==> config.mk <==
export PLATFORM = sky130hd
export DESIGN_NAME = ws2812_stream_decoder
export DESIGN_NICKNAME = d
export VERILOG_FILES = /design/src/rtl/ws2812_stream_decoder.sv
export SDC_FILE = /design/constraint.sdc
export NUM_CORES = 1
export LEC_CHECK = 0
export BUFFER_PORTS_ARGS = -buffer_cell sky130_fd_sc_hd__buf_2
export CAP_MARGIN = 15
export CORE_MARGIN = 3
export CORE_UTILIZATION = 35
export DETAILED_ROUTE_END_ITERATION = 8
export HOLD_SLACK_MARGIN = 0.05
export PLACE_DENSITY = 0.64
export SETUP_SLACK_MARGIN = 0.3
export SKIP_CTS_REPAIR_TIMING = 1
export SLEW_MARGIN = 20
export SYNTH_ARGS = -nofsm -noshare
export SYNTH_HDL_FRONTEND = slang
export SYNTH_SLANG_ARGS = --single-unit
==> constraint.sdc <==
create_clock -name clk -period 4.5 [get_ports clk]
set_clock_uncertainty 0.2 [all_clocks]
set_input_delay 0.225 -clock clk [delete_from_list [all_inputs] [get_ports clk]]
set_output_delay 0.225 -clock clk [all_outputs]
set_load 0.03 [all_outputs]
==> src/rtl/ws2812_stream_decoder.sv <==
// WS2812-style single-wire stream decoder: measures symbol high times, assembles
// 24-bit GRB pixels MSB-first, and forwards the line after pixel 0 like a real LED.
module ws2812_stream_decoder #(
  parameter int CNT_W = 16,
  parameter int IDX_W = 8
) (
  input  logic             clk,
  input  logic             rst_n,
  input  logic             enable,
  input  logic             din,
  input  logic [CNT_W-1:0] thr_bit,
  input  logic [CNT_W-1:0] thr_reset,
  input  logic             clear_err,
  output logic [23:0]      pixel_data,
  output logic [IDX_W-1:0] pixel_index,
  output logic             pixel_valid,
  input  logic             pixel_ready,
  output logic             frame_done,
  output logic             dout,
  output logic             err_overflow,
  output logic             err_partial
);

  // state   | meaning
  // SYNC    | after reset/disable: wait for a full reset-length low gap
  // IDLE    | between frames: wait for the first rising edge
  // HIGH    | measuring the high phase of a symbol
  // LOW     | measuring the low phase; a long enough low ends the frame
  typedef enum logic [1:0] {ST_SYNC, ST_IDLE, ST_HIGH, ST_LOW} state_t;

  state_t           state;
  logic             din_m, din_s, din_q;
  logic [CNT_W-1:0] high_cnt, low_cnt;
  logic [22:0]      shreg;
  logic [4:0]       bit_cnt;
  logic [IDX_W-1:0] frame_idx;
  logic             fwd_en;

  logic             rise, fall, bit_val, low_done, last_bit;
  logic             load, ovf_evt, part_evt;
  logic [CNT_W-1:0] high_inc, low_inc;
  logic [23:0]      shreg_nxt;

  always_comb begin
    rise      = din_s & ~din_q;
    fall      = ~din_s & din_q;
    high_inc  = (high_cnt == '1) ? high_cnt : high_cnt + 1'b1;
    low_inc   = (low_cnt == '1) ? low_cnt : low_cnt + 1'b1;
    bit_val   = (high_cnt > thr_bit);
    shreg_nxt = {shreg, bit_val};
    low_done  = (low_inc >= thr_reset);
    last_bit  = (bit_cnt == 5'd23);
    load      = 1'b0;
    ovf_evt   = 1'b0;
    part_evt  = 1'b0;
    if (enable && state == ST_HIGH && fall && last_bit) begin
      load    = ~pixel_valid | pixel_ready;
      ovf_evt = pixel_valid & ~pixel_ready;
    end
    if (enable && state == ST_LOW && !rise && low_done)
      part_evt = (bit_cnt != 5'd0);
  end

  always_ff @(posedge clk or negedge rst_n) begin
    if (!rst_n) begin
      state        <= ST_SYNC;
      din_m        <= 1'b0;
      din_s        <= 1'b0;
      din_q        <= 1'b0;
      high_cnt     <= '0;
      low_cnt      <= '0;
      shreg        <= '0;
      bit_cnt      <= '0;
      frame_idx    <= '0;
      fwd_en       <= 1'b0;
      pixel_data   <= '0;
      pixel_index  <= '0;
      pixel_valid  <= 1'b0;
      frame_done   <= 1'b0;
      dout         <= 1'b0;
      err_overflow <= 1'b0;
      err_partial  <= 1'b0;
    end else begin
      din_m        <= din;
      din_s        <= din_m;
      din_q        <= din_s;
      dout         <= fwd_en & din_s;
      frame_done   <= 1'b0;
      err_overflow <= (err_overflow & ~clear_err) | ovf_evt;
      err_partial  <= (err_partial & ~clear_err) | part_evt;

      // A load on the handshake edge keeps the buffer full
      if (load) begin
        pixel_data  <= shreg_nxt;
        pixel_index <= frame_idx;
        pixel_valid <= 1'b1;
      end else if (pixel_valid && pixel_ready) begin
        pixel_valid <= 1'b0;
      end

      if (!enable) begin
        state     <= ST_SYNC;
        high_cnt  <= '0;
        low_cnt   <= '0;
        bit_cnt   <= '0;
        frame_idx <= '0;
        fwd_en    <= 1'b0;
      end else begin
        case (state)
          ST_SYNC: begin
            if (din_s) begin
              low_cnt <= '0;
            end else if (low_done) begin
              low_cnt <= '0;
              state   <= ST_IDLE;
            end else begin
              low_cnt <= low_inc;
            end
          end
          ST_IDLE: begin
            if (rise) begin
              high_cnt <= {{(CNT_W-1){1'b0}}, 1'b1};
              state    <= ST_HIGH;
            end
          end
          ST_HIGH: begin
            if (fall) begin
              shreg   <= shreg_nxt[22:0];
              low_cnt <= {{(CNT_W-1){1'b0}}, 1'b1};
              state   <= ST_LOW;
              if (last_bit) begin
                bit_cnt   <= '0;
                frame_idx <= frame_idx + 1'b1;
                if (frame_idx == '0) fwd_en <= 1'b1;
              end else begin
                bit_cnt <= bit_cnt + 1'b1;
              end
            end else begin
              high_cnt <= high_inc;
            end
          end
          ST_LOW: begin
            if (rise) begin
              high_cnt <= {{(CNT_W-1){1'b0}}, 1'b1};
              state    <= ST_HIGH;
            end else if (low_done) begin
              frame_done <= 1'b1;
              frame_idx  <= '0;
              bit_cnt    <= '0;
              fwd_en     <= 1'b0;
              state      <= ST_IDLE;
            end else begin
              low_cnt <= low_inc;
            end
          end
          default: state <= ST_SYNC;
        endcase
      end
    end
  end

endmodule
==> flow_summary.yaml <==
global_routing:
  grt_usage_pct: 13.45
  antenna_found_initial: 1
  grt_pass1_wl_um: 21890
  grt_max_degree: 60
  grt_pass1_vias: 4554
  gr-total-overflow: 0
power:
  peakVddDrop_uv: 278.1
  powerDensity_nw_per_um2: 268.7
  leakage_nw: 3.589
final_layout:
  num-nets-final: 756
  multi_input_area_um2: 3118
  nFillCells: 1668
  design_area_um2: 7121
  diodes: 0
  drive_gt1_share_pct: 25.59
  syn_to_final_growth_pct: 15.30
  seq_area_um2: 2778
logic_synthesis:
  synth_top_cell_by_area: "dfrtp_1"
  synth_edf_count: 0
  netlist.area_leader.share_pct: 44.98
  ys.flop_type: "dfrtp_1"
  yosysUniqueCellTypes: 69
  ys_ff_latch: 111
  seq_area_frac_synth_pct: 44.98
  synth_nets: 680
  syn_area_per_cell_um2: 10.31
  syn-cell-area_um2: 6176
  synth_most_common_cell: "dfrtp_1"
  syn_inst: 599
  ys_async_sr_fraction_pct: 100.0
  synth-warning-count: 0
  ys_top_cells_by_area: "dfrtp_1, mux2_2, ha_1"
  synthTopCellsByCount: "dfrtp_1, mux2_2, o21ai_0"
clock_tree:
  clkTransAtPathRegs_ps: 80
  cts_max_path_buffers: 2
  insertion_delay_ps: 350
  h-tree-depth: 3
  cts.sinks: 111
  cts_root_buf: "clkbuf_16"
  numCtsBuffers: 9
  cts_tree: "built"
worst_hold_path:
  hold_class: "reg -> reg"
floorplanning:
  dieArea_um2: 19280
  ios: 75
  start_util_pct: 36.47
  row_count: 47
  die_w_um: 138.8
  core-area_um2: 16940
  fp.dieH_um: 138.8
routing:
  dr.pass1.iters: 5
  viasPerCell: 5.227
  num_vias: 4704
  drt_iter0_markers: 318
  ant_nets: 0
  wirelength_um: 12750
  post_drt_wl_per_cell_um: 14.17
  drcViolationCount: 0
critical_path:
  criticalPathCategory: "reg -> reg"
  regToRegSetupSlack_ps: 590
  endpoint_kind: "flip-flop"
  crit_arrival_ps: 3970
  slowest_delay_ps: 480
  path_cells: "nand4_1 -> nor2_1 -> and4_1 -> and3_1 -> nand3_1 -> o21a_1 -> ha_1 -> nand4_1 -> nor2_1 -> a311oi_1 -> nand4_2 -> buf_4 -> o21ai_0 -> o21ai_0 -> o31ai_1"
  path_max_fanout: 8
  cp_slowest_cell: "dfrtp_1"
  critPathRequiredTime_ps: 4560
  critPathLaunchType: "flip-flop"
status:
  outcome: "finished, final reports clean"
timing:
  max_freq_ghz: 0.2555
  rsz0062_at_grt: "false"
  tightest_slew_ps: 761.8
  finalSetupTns_ps: 0
  slew_viol_final: 0
  relSlewSlack_pct: 49.22
  period_needed_ps: 3913
  setup_viol: 0
  fin_crit_sh_pct: 86.96
  hold_viol: 0
placed_design:
  io_buffers: 74
  hpwl_um: 9067
  gp_congestion: 0.8532
  placed_cell_area_um2: 6743
job:
  cap_violations: 0
[kinds of logic (layout without fill, tap and decap cells)]
logic type      after synthesis  in the layout  synth area share, %
compound gates              135            135                14.00
flops                       111            111                44.98
mux                          58             58                10.56
xor+xnor                     12             12                1.702
simple gates                173            173                15.42
buf+inv                      67            148                4.639
fa+ha+maj                    43             43                8.712
[placed cells by master, fill, tap and decap left out, types with 3 or more instances in the layout]
cell	count
and3_1	9
nor2_1	34
o31ai_1	4
nor2b_1	8
o21ai_0	52
dlygate4sd3_1	6
nand4_1	18
nand3_1	11
nand2_1	44
xnor2_1	7
buf_2	73
o21ai_1	5
inv_1	44
clkbuf_16	9
and4_1	4
a22o_1	3
nor3_1	8
a31oi_1	17
a21oi_1	20
buf_4	9
or2_2	4
a32o_1	8
nand2b_1	8
xor2_1	5
mux2_2	57
ha_1	43
dfrtp_1	111
[layout make-up]
type | instances | area share (%)
Multi-Input combinational cell | 421 | 43.79
Sequential cell | 111 | 39.01
Timing Repair Buffer | 88 | 6.923
Tap cell | 220 | 3.866
Clock buffer | 11 | 3.409
Inverter | 44 | 2.319
Clock inverter | 5 | 0.6853
[stage by stage]
stage	utilization (%)	setup slack, ps	hold slack (ps)	power, mW	cells
after CTS	41.53	484.4	-541.5	1.949	891
final	42.04	586.6	152.3	1.913	900
after global placement	39.81	637.3	-149.8	1.138	875
after floorplan	-	1061	-270.6	1.087	599
after detailed placement	39.81	513.1	-147.8	1.140	875
after global routing	42.04	308.2	162.2	2.005	900
[critical path: cells and delay by family (launching register included)]
| kind | cells | cell delay [ps] |
|---|---|---|
| flip-flops | 1 | 480 |
| adder cells (fa/ha/maj) | 1 | 290 |
| buffers and inverters | 1 | 220 |
| AO/OA/AOI/OAI | 5 | 1140 |
| AND/OR/NAND/NOR | 8 | 1490 |
[registers in the layout (all words and copies together), names as in the netlist, 2 cells and up]
register     flops
pixel_data      24
state            2
pixel_index      8
shreg           23
frame_idx        8
high_cnt        16
bit_cnt          5
low_cnt         16
[final timing paths]
kind                                  endpoint  cells past startpoint  startpoint
worst min register to register           din_s                      0       din_m
worst max register to register      bit_cnt[3]                     15  low_cnt[6]
min in group asynchronous       pixel_data[21]                      3       rst_n
worst max-delay path                bit_cnt[3]                     15  low_cnt[6]
worst min-delay path                     din_s                      0       din_m
max in group asynchronous          low_cnt[15]                      3       rst_n
[layer usage]
layer  GRT usage (%)  routed length (um)
met5               0                  13
met4           2.832                 153
met3           5.276                 874
met2           20.97                5791
met1           17.87                5918
[power by group]
group          switching, mW  internal, mW
sequential           0.00632          1.00
combinational         0.0689        0.0459
clock                  0.387         0.405
total                  0.462          1.45
Note: power is estimated with default switching activity, not from simulation.
